==> src/rtl/uart_rx_8n1.sv <==
// 8N1 UART receiver: two-flop synchroniser, mid-bit sampling FSM and a single-entry
// valid/ready output buffer that reports framing errors and overruns as one-cycle pulses.
module uart_rx_8n1 #(
  parameter  int CLKS_PER_BIT = 868,
  localparam int CTR_W        = $clog2(CLKS_PER_BIT)
) (
  input  logic       clk,
  input  logic       rst_n,
  input  logic       rx,
  output logic [7:0] data,
  output logic       valid,
  input  logic       ready,
  output logic       frame_err,
  output logic       overrun
);

  localparam int H = CLKS_PER_BIT / 2;

  typedef enum logic [2:0] {
    S_IDLE,
    S_START,
    S_DATA,
    S_STOP,
    S_BREAK
  } state_t;

  state_t           r_state;
  state_t           w_state_next;
  logic [CTR_W-1:0] r_ctr;
  logic [2:0]       r_bit_idx;
  logic [7:0]       r_shift;
  logic             r_rx_meta;
  logic             r_rx_sync;
  logic [7:0]       r_data;
  logic             r_valid;
  logic             r_frame_err;
  logic             r_overrun;

  logic             w_half;
  logic             w_full;
  logic             w_ctr_clr;
  logic             w_sample_data;
  logic             w_byte_done;
  logic             w_frame_err;
  logic             w_load_ok;

  assign w_half    = (r_ctr == CTR_W'(H - 1));
  assign w_full    = (r_ctr == CTR_W'(CLKS_PER_BIT - 1));
  assign w_load_ok = !r_valid || ready;

  // Idle-high line, so the synchroniser resets to 1 to avoid a false start edge.
  always_ff @(posedge clk or negedge rst_n) begin
    if (!rst_n) begin
      r_rx_meta <= 1'b1;
      r_rx_sync <= 1'b1;
    end else begin
      // NOTE: sequential state uses non-blocking assignments so every flop samples
      // pre-edge values; blocking here would collapse the two synchroniser stages.
      r_rx_meta <= rx;
      r_rx_sync <= r_rx_meta;
    end
  end

  always_ff @(posedge clk or negedge rst_n) begin
    if (!rst_n) begin
      r_state <= S_IDLE;
    end else begin
      r_state <= w_state_next;
    end
  end

  always_comb begin
    // NOTE: every output of this block gets a default first; a path that leaves one
    // unassigned would infer a latch.
    w_state_next  = r_state;
    w_ctr_clr     = 1'b0;
    w_sample_data = 1'b0;
    w_byte_done   = 1'b0;
    w_frame_err   = 1'b0;
    unique case (r_state)
      S_IDLE: begin
        w_ctr_clr = 1'b1;
        if (!r_rx_sync) w_state_next = S_START;
      end
      S_START: begin
        if (w_half) begin
          w_ctr_clr    = 1'b1;
          w_state_next = r_rx_sync ? S_IDLE : S_DATA;
        end
      end
      S_DATA: begin
        if (w_full) begin
          w_ctr_clr     = 1'b1;
          w_sample_data = 1'b1;
          if (r_bit_idx == 3'd7) w_state_next = S_STOP;
        end
      end
      S_STOP: begin
        if (w_full) begin
          w_ctr_clr = 1'b1;
          if (r_rx_sync) begin
            w_byte_done  = 1'b1;
            w_state_next = S_IDLE;
          end else begin
            w_frame_err  = 1'b1;
            w_state_next = S_BREAK;
          end
        end
      end
      S_BREAK: begin
        // A held-low line must not look like a stream of start bits.
        w_ctr_clr = 1'b1;
        if (r_rx_sync) w_state_next = S_IDLE;
      end
      default: begin
        w_ctr_clr    = 1'b1;
        w_state_next = S_IDLE;
      end
    endcase
  end

  always_ff @(posedge clk or negedge rst_n) begin
    if (!rst_n) begin
      r_ctr     <= '0;
      r_bit_idx <= '0;
      r_shift   <= '0;
    end else begin
      r_ctr <= w_ctr_clr ? '0 : r_ctr + CTR_W'(1);
      if (r_state == S_START) begin
        r_bit_idx <= '0;
      end else if (w_sample_data) begin
        r_bit_idx <= r_bit_idx + 3'd1;
        r_shift   <= {r_rx_sync, r_shift[7:1]};
      end
    end
  end

  // Output buffer: a completing byte may replace data only when the slot is empty
  // or is being drained in the same cycle.
  always_ff @(posedge clk or negedge rst_n) begin
    if (!rst_n) begin
      r_data      <= '0;
      r_valid     <= 1'b0;
      r_frame_err <= 1'b0;
      r_overrun   <= 1'b0;
    end else begin
      r_frame_err <= w_frame_err;
      r_overrun   <= w_byte_done && !w_load_ok;
      if (w_byte_done && w_load_ok) begin
        r_data  <= r_shift;
        r_valid <= 1'b1;
      end else if (r_valid && ready) begin
        r_valid <= 1'b0;
      end
    end
  end

  assign data      = r_data;
  assign valid     = r_valid;
  assign frame_err = r_frame_err;
  assign overrun   = r_overrun;

endmodule

==> config.mk <==
export PLATFORM = sky130hd
export DESIGN_NAME = uart_rx_8n1
export DESIGN_NICKNAME = d
export VERILOG_FILES = /design/src/rtl/uart_rx_8n1.sv
export SDC_FILE = /design/constraint.sdc
export NUM_CORES = 1
export LEC_CHECK = 0
export ABC_AREA = 1
export CAP_MARGIN = 20
export CORE_MARGIN = 5
export CORE_UTILIZATION = 53
export CTS_BUF_LIST = sky130_fd_sc_hd__clkbuf_8
export CTS_CLUSTER_DIAMETER = 80
export CTS_CLUSTER_SIZE = 24
export DETAILED_ROUTE_END_ITERATION = 12
export PLACE_DENSITY_LB_ADDON = 0.25
export SLEW_MARGIN = 40
export SYNTH_ARGS = -nofsm -noshare
export SYNTH_HDL_FRONTEND = slang
export SYNTH_SLANG_ARGS = --single-unit
==> constraint.sdc <==
create_clock -name clk -period 1.4 [get_ports clk]
set_input_delay 0.35 -clock clk [delete_from_list [all_inputs] [get_ports clk]]
set_output_delay 0.35 -clock clk [all_outputs]
set_load 0.02 [all_outputs]
==> results.md <==
- Outcome: finished with violations
- Failing checks: negative setup slack
- Total CTS buffers: 5
- Crit path launch: r_ctr[3]
- Hold Violations, Final: 0
- DRT met1 WL: ~1600 microns
- Tightest Pin Transition: roughly 280 ps
- H-tree Lvls: 2
- DR WL/cell: roughly 15 microns
- DRT Wirelength: around 4000 microns
- Post-synth EDFFs: 0
- CP required: about 1600 ps
- Area share of the largest cell type after synthesis: 49.7%
- Endpoints failing setup: 7
- WL met3: between 150 and 200 microns
- Power Density: 930 nW/um^2
- Async SR Flop Fraction: between 90% and 100%
- TritonCTS clock tree: built
- Worst R2R Setup Slack: -20 ps
- Slowest CP cell: dfrtp_1
- Vias per Instance: between 5 and 6
- Seq/Total Area, Yosys: between 50% and 60%
- Post-placement worst setup slack: -76.6 ps
- Via count of the routed design: approximately 1400
- Crit path DAT: ~1600 ps
- GP Congestion: between 0.8 and 0.9
- Crit Path Class: reg2reg
- Hold WC Path Type: reg2reg
- Dominant cell type by area after synthesis: dfrtp_1
- Fin. max-slew vios: 0
- Final instance area: between 2000 and 2500 sq um
- Crit path time final: about 1400 ps
- Area after DPL: about 2100 sq um
- Largest cells by area after synthesis: dfrtp_1, nand2_1, o21ai_2
- Layout Nets: between 200 and 250
- Hpwl dp: 2610 microns
- Slew HR: 81.1%
- Floorplan row count: 21
- Top sig layer: met4
- IO Count: 15
- Syn Nets: approximately 190
- DR pass1 iterations: 4
- Hold Path Origin: r_rx_meta
- Share of layout cells above drive strength 1: a little over two fifths
- FF-to-FF Start: r_ctr[3]
- Input/output buffers: 14
- Grt ovf: 0
- Die area: 4580 sq um
- Worst-path maximum fanout: 7
- Worst-Skew Late Latency: around 300 ps
- Global-route wire length before repair: between 6000 and 7000 microns
- Die height: 67.7 microns
- Final Worst Setup Slack: -22.0 ps
- CP Capture Type: flip-flop
- DR DRC count: 0
- Slowest stage delay, CP: slightly above 400 ps
- Filler cell count: between 200 and 250
- Width of the die: ~68 microns
- Yosys cell types: 28
- WL met2: around 2100 microns
- Worst clock skew: about 7 ps
- CORE AREA: about 3300 sq um
- Area Overhead vs Synth: 36.8%
- RSZ-0062 raised after global routing: yes
- Antenna violations before repair: 0
- Mapped Cells: roughly 190
- Yosys warning total: 0
- CP bufs+invs: 1
- Netlist Area Pre-Place: ~1800 sq um
- Fin util: about three quarters
- Most frequent cell after synthesis: dfrtp_1
- Critical path cell sequence: nor2_4 -> nand2_1 -> nor2_4 -> nand2_2 -> nand2_2 -> nand2_4 -> inv_6 -> nor2_1
- Leakage power: approximately 1.1 nW
- FMAX: ~700 MHz
- Yosys reg bits: 37
- Total negative setup slack: -98.3 ps
- Mean post-synth cell area: about 9.5 sq um
- Crit path launch type: flip-flop
- CTS root buf: clkbuf_8
- Max-cap viol count: 0
- CTS Hold Bufs: 0
- Number of clock sinks: 37
- Clock slew seen by the registers of the worst setup and hold paths: around 70 ps
- Max clock buf depth: 2
- Most frequent cells after synthesis: dfrtp_1, nand2_1, nor2_1, inv_1, o21ai_2
- Period utilization: 102%
- Worst vdd ir: approximately 0.00076 V
- Delay-heaviest family, CP: simple AND/OR/NAND/NOR gates
- Routed Antenna Nets: 0
- Overall power: around 0.0022 W
- Starting Density: about 54%
- DRT iter0 DRCs: between 60 and 70
- Antenna Cells: 0
- Largest net degree at the start of global routing: 24
- Main flop type after synthesis: dfrtp_1
- Vias in the first global route: around 1400
- GRT Util Overall: approximately a fifth
through the flow:
step | cells | hold slack (ps)
2_1_floorplan | 186 | 54.4
3_3_place_gp | 261 | 346
3_5_place_dp | 261 | 349
4_1_cts | 273 | 360
5_1_grt | 274 | 370
6_report | 274 | 358
layout by cell type, fill, tap and decap left out, drive strengths merged, types with 3 or more instances in the layout:
cell type / synthesis / final
ha: 4 / 4
dfrtp: 35 / 35
buf: 3 / 23
xor2: 3 / 3
clkdlybuf4s50: 0 / 3
o21ai: 14 / 14
clkbuf: 0 / 5
inv: 22 / 23
nand2: 35 / 35
a21oi: 12 / 12
nor2: 30 / 30
dlygate4sd2: 0 / 10
nand3: 13 / 13
nor3: 9 / 9
area by class of cell:
class	count	area [sq um]	area share, %
flip-flops and latches	37	930	38.5
multi-input cells	124	876	36.3
repair buffers	37	324	13.4
inverters	22	87.6	3.63
clock buffers	5	68.8	2.85
clock inverters	3	68.8	2.85
well taps	46	57.6	2.39
per-layer routing:
metal,vias up,GRT usage (%)
met5,-,0
met4,0,12.7
met3,11,4.49
met2,33,32.0
met1,674,22.9
li1,678,-
path summary, 6_finish.rpt:
kind,to,cells past startpoint
setup / recovery,r_ctr[2],8
hold / removal,r_rx_sync,0
setup reg to reg,r_ctr[2],8
hold reg to reg,r_rx_sync,0
max in group asynchronous,r_bit_idx[1],2
min in group asynchronous,r_ctr[5],2
flip-flops by register name, indices dropped and copies added, names as in the netlist:
name       cells
r_shift        8
r_state        3
overrun        1
frame_err      1
valid          1
r_ctr         10
data           8
r_bit_idx      3
r_rx_meta      1
r_rx_sync      1
cell families (layout without fill, tap and decap cells):
kind of cell / count (synthesis) / in the layout / synth area share (%)
AND/OR/NAND/NOR: 89 / 89 / 25.4
flip-flops: 37 / 37 / 52.7
AO/OA/AOI/OAI: 27 / 27 / 10.7
buffers and inverters: 25 / 67 / 6.39
adder cells (fa/ha/maj): 4 / 4 / 2.84
XOR/XNOR: 4 / 4 / 1.99
power by group:
| group | total, W | switching, W | internal [W] |
|---|---|---|---|
| Combinational | 0.0000401 | 0.0000260 | 0.0000140 |
| Clock | 0.00113 | 0.000412 | 0.000717 |
| Sequential | 0.00107 | 0.00000163 | 0.00107 |
repair_timing:
action,4_1_cts,5_1_grt
gates cloned,1,0
buffers inserted,3,1
resized for setup,17,35
pin swaps,0,5
setup endpoints to repair,34,33
No activity file was read; power rests on OpenSTA's default activity.
